File: src/rtl/truth_table_sweeper.sv
// Purpose: walks every input vector of a small combinational benchmark, samples its outputs and builds the truth table.
// Latency: each vector is held SETTLE cycles, then offered on res_*; a sweep lasts 2^N_IN*(SETTLE+1) cycles with no stalls.
// Backpressure: res_valid/res_* are held for as long as res_ready is low; the sweep stalls and nothing is dropped or repeated.
module truth_table_sweeper #(
    parameter int N_IN   = 2,
    parameter int N_OUT  = 18,
    parameter int SETTLE = 1
) (
    input  logic                          clk,
    input  logic                          rst_n,
    input  logic                          start,
    input  logic                          abort,
    output logic                          busy,
    output logic                          done,
    output logic [N_IN-1:0]               dut_x,
    input  logic [N_OUT-1:0]              dut_f,
    output logic                          res_valid,
    input  logic                          res_ready,
    output logic [N_IN-1:0]               res_vec,
    output logic [N_OUT-1:0]              res_f,
    output logic [N_OUT*(2**N_IN)-1:0]    tt
);

    localparam int              NV        = 2 ** N_IN;
    localparam int              TTW       = N_OUT * NV;
    localparam logic [7:0]      SETTLE_M1 = 8'(SETTLE - 1);
    localparam logic [N_IN-1:0] LAST_VEC  = '1;
    localparam logic [N_IN-1:0] VEC_ONE   = N_IN'(1);

    typedef enum logic [1:0] {
        S_IDLE  = 2'd0,
        S_APPLY = 2'd1,
        S_EMIT  = 2'd2,
        S_DONE  = 2'd3
    } state_t;

    state_t            state_q,   state_d;
    logic [N_IN-1:0]   dut_x_q,   dut_x_d;
    logic [N_IN-1:0]   res_vec_q, res_vec_d;
    logic [N_OUT-1:0]  res_f_q,   res_f_d;
    logic [TTW-1:0]    tt_q,      tt_d;
    logic [7:0]        cnt_q,     cnt_d;

    // Next-state logic: abort overrides everything and freezes all data state.
    always_comb begin
        state_d   = state_q;
        dut_x_d   = dut_x_q;
        res_vec_d = res_vec_q;
        res_f_d   = res_f_q;
        tt_d      = tt_q;
        cnt_d     = cnt_q;
        if (abort) begin
            state_d = S_IDLE;
        end else begin
            case (state_q)
                S_IDLE: begin
                    if (start) begin
                        state_d = S_APPLY;
                        dut_x_d = '0;
                        cnt_d   = SETTLE_M1;
                        tt_d    = '0;
                    end
                end
                S_APPLY: begin
                    if (cnt_q == 8'd0) begin
                        // Settle time elapsed: sample the benchmark and file it under this vector.
                        res_f_d   = dut_f;
                        res_vec_d = dut_x_q;
                        for (int o = 0; o < N_OUT; o++) begin
                            tt_d[o*NV + int'(dut_x_q)] = dut_f[o];
                        end
                        state_d = S_EMIT;
                    end else begin
                        cnt_d = cnt_q - 8'd1;
                    end
                end
                S_EMIT: begin
                    if (res_ready) begin
                        if (dut_x_q == LAST_VEC) begin
                            state_d = S_DONE;
                        end else begin
                            dut_x_d = dut_x_q + VEC_ONE;
                            cnt_d   = SETTLE_M1;
                            state_d = S_APPLY;
                        end
                    end
                end
                S_DONE: begin
                    state_d = S_IDLE;
                end
                default: begin
                    state_d = S_IDLE;
                end
            endcase
        end
    end

    // State and datapath registers, cleared asynchronously.
    always_ff @(posedge clk or negedge rst_n) begin
        if (!rst_n) begin
            state_q   <= S_IDLE;
            dut_x_q   <= '0;
            res_vec_q <= '0;
            res_f_q   <= '0;
            tt_q      <= '0;
            cnt_q     <= '0;
        end else begin
            state_q   <= state_d;
            dut_x_q   <= dut_x_d;
            res_vec_q <= res_vec_d;
            res_f_q   <= res_f_d;
            tt_q      <= tt_d;
            cnt_q     <= cnt_d;
        end
    end

    assign busy      = (state_q == S_APPLY) || (state_q == S_EMIT);
    assign done      = (state_q == S_DONE);
    assign res_valid = (state_q == S_EMIT);
    assign dut_x     = dut_x_q;
    assign res_vec   = res_vec_q;
    assign res_f     = res_f_q;
    assign tt        = tt_q;

endmodule

File: config.mk
export PLATFORM = sky130hd
export DESIGN_NAME = truth_table_sweeper
export DESIGN_NICKNAME = d
export VERILOG_FILES = /design/src/rtl/truth_table_sweeper.sv
export SDC_FILE = /design/constraint.sdc
export NUM_CORES = 1
export LEC_CHECK = 0
export CORE_MARGIN = 5
export CORE_UTILIZATION = 30
export CTS_CLUSTER_SIZE = 40
export DETAILED_ROUTE_END_ITERATION = 8
export HOLD_SLACK_MARGIN = 0.02
export PLACE_DENSITY = 0.66
export SYNTH_ARGS = -nofsm -noshare
export SYNTH_HDL_FRONTEND = slang
export SYNTH_SLANG_ARGS = --single-unit
File: constraint.sdc
create_clock -name clk -period 6.35 [get_ports clk]
set_clock_uncertainty 0.2 [all_clocks]
set_input_delay 0.9525 -clock clk [delete_from_list [all_inputs] [get_ports clk]]
set_output_delay 0.9525 -clock clk [all_outputs]
set_load 0.005 [all_outputs]
======== After elaboration in Yosys (flattened, before gate mapping) ========
Index checks and enable logic that the tools add are counted.
word-level totals
  bits in registers ....................... 104
  output and inout bits ................... 97
  logic and storage cells ................. 175
cells by class
  $add $sub $neg .......................... 19
  order comparisons ....................... 36
  equality and inequality tests ........... 12
  muxes and demuxes ....................... 72
  bitwise gates (word level) .............. 1
  reductions and logical operators ........ 29
operator list
  operator               count
  $bwmux W72             18
  $mux W72               2
  $pmux W72 S2           1
  $demux W1 S7           17
  $lt A7 B8 Y1 const B   8
  $add A6 B2 Y7 const A  8
  $ge A7 B1 Y1 const B   8
  $lt A6 B8 Y1 const B   4
  $mux W8                4
  $add A5 B2 Y6 const A  4
  $ge A6 B1 Y1 const B   4
  $pmux W8 S3            1
  $logic_and A1 B1 Y1    18
  $mux W1                18
  $add A7 B2 Y8 const A  2
  $ge A8 B1 Y1 const B   2
  $lt A5 B8 Y1 const B   2
  $lt A8 B8 Y1 const B   2
  $mux W2                8
  $add A4 B2 Y5 const A  2
  $ge A5 B1 Y1 const B   2
  $logic_not A8 Y1       1
  $lt A2 B8 Y1 const B   1
  $lt A4 B8 Y1 const B   1
  23 further kinds       31

======== Longest topological paths before layout ========
Gate-level depths: netlist of run 1.
  depth after elaboration ................. 24
  mapped depth ............................ 9
  gate-level depth less buffers ........... 6

======== Worst setup path after synthesis of run 1 ========
No wires, ideal clock.
  kind .................................... input -> register
  from .................................... input start
  to ...................................... register tt_q[23] (netlist: tt[23])
  library setup time ...................... 0.121 ns
  arrival time ............................ 2.134 ns
  data required time ...................... 6.029 ns
  setup slack ............................. 3.895 ns
  stages on the path ...................... 7
  buffers on the path ..................... 3
  cell sequence ........................... and2b_1 -> and4bb_1 -> buf_6 -> and2_4 -> buf_12 -> buf_12 -> a22o_2
between the ends
  word-level cells in the longest chain between the ends .. 2
ends and longest elaborated chain
  what                                RTL line  text
  start: declaration                  11        input logic start,
  $ne A2 B2 Y1 (no source line)       -
  $reduce_and A4 Y1 (no source line)  -
  end signal: assignment              112       tt_q <= tt_d;
  end: declaration                    41        logic [TTW-1:0] tt_q, tt_d;
No other way between the ends.
A chain may end at the register's enable or synchronous reset.

======== Final worst setup path of run 1 ========
  from .................................... register state_q[0]
  to ...................................... output res_valid
between the ends
  word-level cells in the longest chain between the ends .. 1
ends and longest elaborated chain
  what                      RTL line  text
  start: declaration        37        state_t state_q, state_d;
  start signal: assignment  108       state_q <= state_d;
  $eq A2 B2 Y1              119       assign res_valid = (state_q == S_EMIT);
  end: declaration          17        output logic res_valid,
No other way between the ends.

==> results.json, run 1 <==
{
  "syn_area_per_cell_um2": 14.6,
  "powerDensity_nw_per_um2": 402,
  "place_ws_ns": 3.16,
  "rows": 44,
  "numCtsBuffers": 9,
  "synth_edf_count": 0,
  "drtPass1Iterations": 4,
  "worstPathArrival_ns": 1.89,
  "worstSetupPathType": "flop to output port",
  "drc": 0,
  "grt_max_degree": 67,
  "synthDistinctLibCells": 45,
  "die_y_um": 132,
  "async_flop_share_pct": 100,
  "drt_iter0_drc": 127,
  "overflow": 0,
  "fin_cells": 605,
  "ys_seq_elements": 104,
  "status": "completed",
  "synth_top_cell_by_area": "dfrtp_1",
  "fmax_mhz": 328,
  "cts_root_buffer": "clkbuf_16",
  "dieWidth_um": 132,
  "area_delta_synth_final_pct": 34.4,
  "grt_pass1_vias": 3302,
  "synth_ff_type": "dfrtp_1",
  "fin_crit_sh_pct": 48.0,
  "power.leakage_uw": 0.00272,
  "diodes": 0,
  "wl_per_cell_um": 20.3,
  "worst_r2r_path_depth": 6,
  "cts.clk_slew.worst_paths_ns": 0.07,
  "yosysTopAreaCellShare_pct": 58.2,
  "cts_tree": "done",
  "critPathLaunchType": "flop",
  "worst_pin_slew_ns": 0.904,
  "clock_path_buffers": 2,
  "endpoint_kind": "output port",
  "drive_above_1_share_pct": 18.8,
  "fp.dieArea_um2": 17500,
  "syn_inst": 306,
  "setup_violations": 0,
  "synth_area_um2": 4470,
  "ys_warn_count": 0,
  "cts_setup_buffers": 0,
  "yosys-top-cells-count": "dfrtp_1, a22o_1, a22o_2, mux2_4",
  "synth_area_leaders": "dfrtp_1, a22o_2, a22o_1, mux2_4, ha_1",
  "hold_buffers": 0,
  "yosysMostFrequentCell": "dfrtp_1",
  "track_usage_pct": 14.0,
  "antenna_left": 0,
  "rsz0062_at_grt": "no",
  "start_util_pct": 30.7,
  "clk_latency_ns": 0.35,
  "setup_ws_ns": 3.30,
  "htree_levels": 3,
  "cts_sinks": 104,
  "max_cap_violations": 0,
  "power_uw": 2410,
  "wl_um": 12300,
  "grt_pass1_wl_um": 19400,
  "layout_min_cycle_time_ns": 3.05,
  "path_max_fanout": 11,
  "fin_tns_setup_ns": 0,
  "core_area_um2": 14600,
  "vias": 3097,
  "io_buffers": 119,
  "min_delay_path_depth": 1,
  "drv_slew": 0,
  "cp.required_ns": 5.20,
  "dp_cells": 589,
  "hold_viol_final": 0,
  "hold_class": "flop to flop",
  "max_slew_margin_pct": 39.4,
  "nets": 450,
  "cts_resized": 0,
  "antenna_found_initial": 0,
  "peakVddDrop_uv": 260,
  "gp_congestion": 0.789,
  "hpwl_um": 8150,
  "syn-num-nets": 340,
  "final_util_pct": 41.2,
  "vias_per_cell": 5.12,
  "yosysSeqAreaShare_pct": 58.2,
  "io_pins": 120
}
==> per-layer routing <==
layer | track usage, % | routed length [µm] | part of all wire [%] | up-vias
met1 | 18.4 | 5580 | 45 | 1612
met2 | 21.8 | 5800 | 47 | 85
li1 | - | - | - | 1386
met3 | 4.50 | 695 | 5.7 | 14
met4 | 4.63 | 187 | 1.5 | 0
met5 | 0 | 0 | 0 | -
==> flip-flops by register name, summed over array words and instances (netlist names) <==
signal / flops
res_vec: 2
tt: 72
dut_x: 2
res_f: 18
cnt_q: 8
state_q: 2
==> placed cells by master, fill, tap and decap left out, types with 2 or more instances in the layout <==
| cell | instances |
|---|---|
| a31oi_1 | 3 |
| a22o_1 | 35 |
| or3_1 | 2 |
| inv_1 | 11 |
| and2_4 | 4 |
| buf_4 | 2 |
| nand2_1 | 5 |
| a21o_1 | 4 |
| a22o_2 | 31 |
| nor2_1 | 3 |
| nand3_1 | 9 |
| nand2b_1 | 2 |
| dfrtp_1 | 104 |
| a32o_1 | 6 |
| o211ai_1 | 2 |
| clkbuf_16 | 9 |
| o21ai_0 | 4 |
| clkdlybuf4s50_1 | 118 |
| bufinv_16 | 3 |
| a41oi_1 | 2 |
| clkinvlp_4 | 2 |
| mux2_4 | 20 |
| ha_1 | 11 |
| a211oi_1 | 3 |
| o22ai_1 | 3 |
==> layout make-up <==
| type | count | area [µm²] |
|---|---|---|
| repair buffers | 120 | 1200 |
| clock inverters | 6 | 114 |
| inverters | 11 | 41.3 |
| well taps | 184 | 230 |
| fillers | 1319 | 8580 |
| clock buffers | 10 | 239 |
| multi-input cells | 170 | 1590 |
| flip-flops and latches | 104 | 2600 |
==> power breakdown <==
group	internal (µW)	switching (µW)
logic	471	385
registers	805	106
clock network	397	251
==> final timing paths <==
kind | start | end | slack (ns)
max reg2reg | state_q[1]$_DFFE_PN0P_ | tt[44]$_DFFE_PN0P_ | 3.72
max | state_q[0]$_DFFE_PN0P_ | res_valid | 3.30
min | tt[64]$_DFFE_PN0P_ | tt[64]$_DFFE_PN0P_ | 0.30
min reg2reg | tt[64]$_DFFE_PN0P_ | tt[64]$_DFFE_PN0P_ | 0.30
max in group asynchronous | rst_n | tt[12]$_DFFE_PN0P_ | 4.33
min in group asynchronous | rst_n | res_f[4]$_DFFE_PN0P_ | 0.38
==> worst max-delay path, cell delays in order, from the launching register on <==
cell and delay, ns:
dfrtp_1 0.40, inv_1 0.15, ha_1 0.40, clkdlybuf4s50_1 0.59
==> stage by stage <==
stage / hold WS [ns] / cell area [µm²]
CTS: 0.304 / 6010
global route: 0.319 / 6010
detailed placement: 0.287 / 5660
floorplan: 0.289 / 4470
finish: 0.297 / 6010
global placement: 0.280 / 5660
==> cell families (layout without fill, tap and decap cells) <==
family	Yosys count	count (layout)	share of synthesized area, %
flip-flops	104	104	58.2
AO/OA/AOI/OAI	100	100	19.7
AND/OR/NAND/NOR	37	37	5.57
buffers and inverters	32	147	6.29
multiplexers	21	21	6.94
adder cells (fa/ha/maj)	11	11	3.08
XOR/XNOR	1	1	0.196
Power figures use the tool's default switching activity.
==> run 2, diff against run 1 <==
==> constraint.sdc (replaced) <==
create_clock -name clk -period 3.1 [get_ports clk]
set_clock_uncertainty 0.2 [all_clocks]
set_input_delay 0.465 -clock clk [delete_from_list [all_inputs] [get_ports clk]]
set_output_delay 0.465 -clock clk [all_outputs]
set_load 0.005 [all_outputs]
==> run 2 against run 1 <==
  * Combinational power increased by 110%
  * Non-clock buffer count rose by 2
  * Clock power is 62% higher
  * Clock-buffer cell count increased by 1
  * Utilization decreased by 0.39 points
  * Flip-flop and latch count stayed put
  * Hold slack better by 0.0041 ns
  * Global-route usage is 0.093 points lower
  * Setup slack worse by 2.8 ns
  * Final cell count up 0.33%
  * Sequential share of layout area grew 0.42 points
  * Largest cell class unchanged
==> results.json, run 2 (synthesized netlist as in run 1, its figures left out) <==
{
  "critPathMaxStageDelay_ns": 0.47,
  "antenna_left": 0,
  "core_area_um2": 14600,
  "start_util_pct": 30.7,
  "pwr-share-seq_pct": 39.9,
  "path_max_fanout": 18,
  "mostFrequentLayoutCells": "clkdlybuf4s50_1, dfrtp_1, a22o_1",
  "hold_class": "flop to flop",
  "crit_cells": 6,
  "max_slew_margin_pct": 43.7,
  "final_common_cell": "clkdlybuf4s50_1",
  "seq_area_um2": 2600,
  "vias_per_cell": 5.16,
  "drt_iter0_drc": 171,
  "antenna_found_initial": 0,
  "worstSetupPathType": "flop to flop",
  "rsz0062_at_grt": "no",
  "grt_pass1_wl_um": 19200,
  "drive_above_1_share_pct": 18.4,
  "fin_tns_setup_ns": 0,
  "grt.busiest_layer": "met2",
  "gp_congestion": 0.770,
  "worstPathArrival_ns": 2.63,
  "fp.dieArea_um2": 17500,
  "met3_usage_pct": 4.62,
  "min_delay_path_depth": 1,
  "clk_latency_ns": 0.35,
  "crit_path_start": "state_q[1]$_DFFE_PN0P_",
  "rows": 44,
  "fin_area_um2": 5950,
  "cts_sinks": 104,
  "cpLargestDelayFamily": "compound AO/OA/AOI/OAI gates",
  "grt_max_degree": 67,
  "cts_root_buffer": "clkbuf_16",
  "max_cap_violations": 0,
  "path_cells": "inv_1, ha_1, mux2i_1, or2_2, a21o_1, a22o_2",
  "fin_crit_sh_pct": 83.9,
  "nets": 452,
  "setup_violations": 0,
  "layout_min_cycle_time_ns": 2.60,
  "worstReg2RegEnd": "tt[55]$_DFFE_PN0P_",
  "crit_end": "tt[55]$_DFFE_PN0P_",
  "drv_slew": 0,
  "intPower_uw": 3160,
  "io_pins": 120,
  "dieWidth_um": 132,
  "drtPass1Iterations": 4,
  "powerDensity_nw_per_um2": 785,
  "nFillCells": 1361,
  "worst_pin_slew_ns": 0.845,
  "multiInputGateArea_um2": 1590,
  "io_buffers": 119,
  "p_sw_share_pct": 32.3,
  "track_usage_pct": 13.9,
  "use_met2_pct": 22.3,
  "r2r_start": "state_q[1]$_DFFE_PN0P_",
  "crit_path_top_delay_cell": "a21o_1",
  "met1_usage_pct": 17.7,
  "fmax_mhz": 385,
  "largest_reg_flops": 72,
  "diodes": 0,
  "crit_buf_inv": 1,
  "grt_pass1_vias": 3313,
  "p_comb_share_pct": 37.6,
  "area_delta_synth_final_pct": 33.1,
  "p_sw_uw": 1510,
  "power.leakage_uw": 0.00270,
  "worst_r2r_path_depth": 6,
  "numCtsBuffers": 9,
  "endpoint_kind": "flop",
  "htree_levels": 3,
  "wl_per_cell_um": 19.9,
  "vias": 3135,
  "drc": 0,
  "hold_viol_final": 0,
  "cts.clk_slew.worst_paths_ns": 0.07,
  "die_y_um": 132,
  "hpwl_um": 8320,
  "cp.required_ns": 3.13,
  "status": "completed",
  "critPathLaunchType": "flop",
  "wl_um": 12100,
  "clock_path_buffers": 2,
  "reg2reg_slack_ns": 0.50,
  "postPlaceCellArea_um2": 5680,
  "cts_tree": "done",
  "peakVddDrop_uv": 399,
  "cts_setup_buffers": 0,
  "clkPwrFrac_pct": 22.5,
  "overflow": 0
}
## run 2: cell types whose count changed in the layout (fill, tap and decap cells not counted)
| cell | before | now |
|---|---|---|
| clkbuf_1 | 0 | 2 |
| clkinv_2 | 0 | 3 |
| dlygate4sd3_1 | 0 | 1 |
| buf_12 | 0 | 1 |
| clkinvlp_4 | 2 | 0 |
| clkinv_4 | 0 | 1 |
| clkbuf_8 | 1 | 0 |
| bufinv_16 | 3 | 0 |
## run 2: layout make-up
cell class | count | area share [%]
inverter | 11 | 0.693
sequential | 104 | 43.7
tap | 184 | 3.87
clock inverter | 5 | 0.546
clock buffer | 11 | 3.91
timing repair buffer | 122 | 20.6
multi-input combinational | 170 | 26.7
## run 2: how the worst min path moves through the flow
stage / from / endpoint / slack, ns
after floorplan: rst_n / cnt_q[0]$_DFFE_PN0P_ / -0.03
after global placement: rst_n / res_f[4]$_DFFE_PN0P_ / 0.27
after detailed placement: rst_n / res_f[4]$_DFFE_PN0P_ / 0.27
after CTS: tt[65]$_DFFE_PN0P_ / tt[65]$_DFFE_PN0P_ / 0.30
after global routing: tt[40]$_DFFE_PN0P_ / tt[40]$_DFFE_PN0P_ / 0.33
final: tt[68]$_DFFE_PN0P_ / tt[68]$_DFFE_PN0P_ / 0.30
## run 2: metrics by stage
stage	cells	setup WS (ns)	utilization, %	hold slack [ns]	total power [µW]
5_1_grt	607	0.329	40.8	0.325	4950
3_3_place_gp	590	0.580	38.9	0.274	3590
2_1_floorplan	306	0.926	-	-0.0306	2860
3_5_place_dp	590	0.531	38.9	0.275	3650
4_1_cts	607	0.494	40.8	0.303	4730
6_report	607	0.501	40.8	0.301	4670
## run 2: routing by layer
metal  share of wire, %  vias to the layer above
met1                 44                     1616
li1                   -                     1391
met3                6.1                       13
met2                 48                      115
met4                1.8                        0
met5                  0                        -
## run 2: power groups by stage
stage / clock network [µW] / registers [µW] / logic (µW)
5_1_grt: 1140 / 1910 / 1900
2_1_floorplan: 0 / 1870 / 992
4_1_cts: 1080 / 1870 / 1780
6_report: 1050 / 1870 / 1760
3_5_place_dp: 0 / 1890 / 1760
3_3_place_gp: 0 / 1870 / 1710
## run 2: repair_timing
action | in CTS | in global routing
resized for setup | 0 | 0
hold endpoints to repair | 38 | 0
hold buffers | 1 | 0
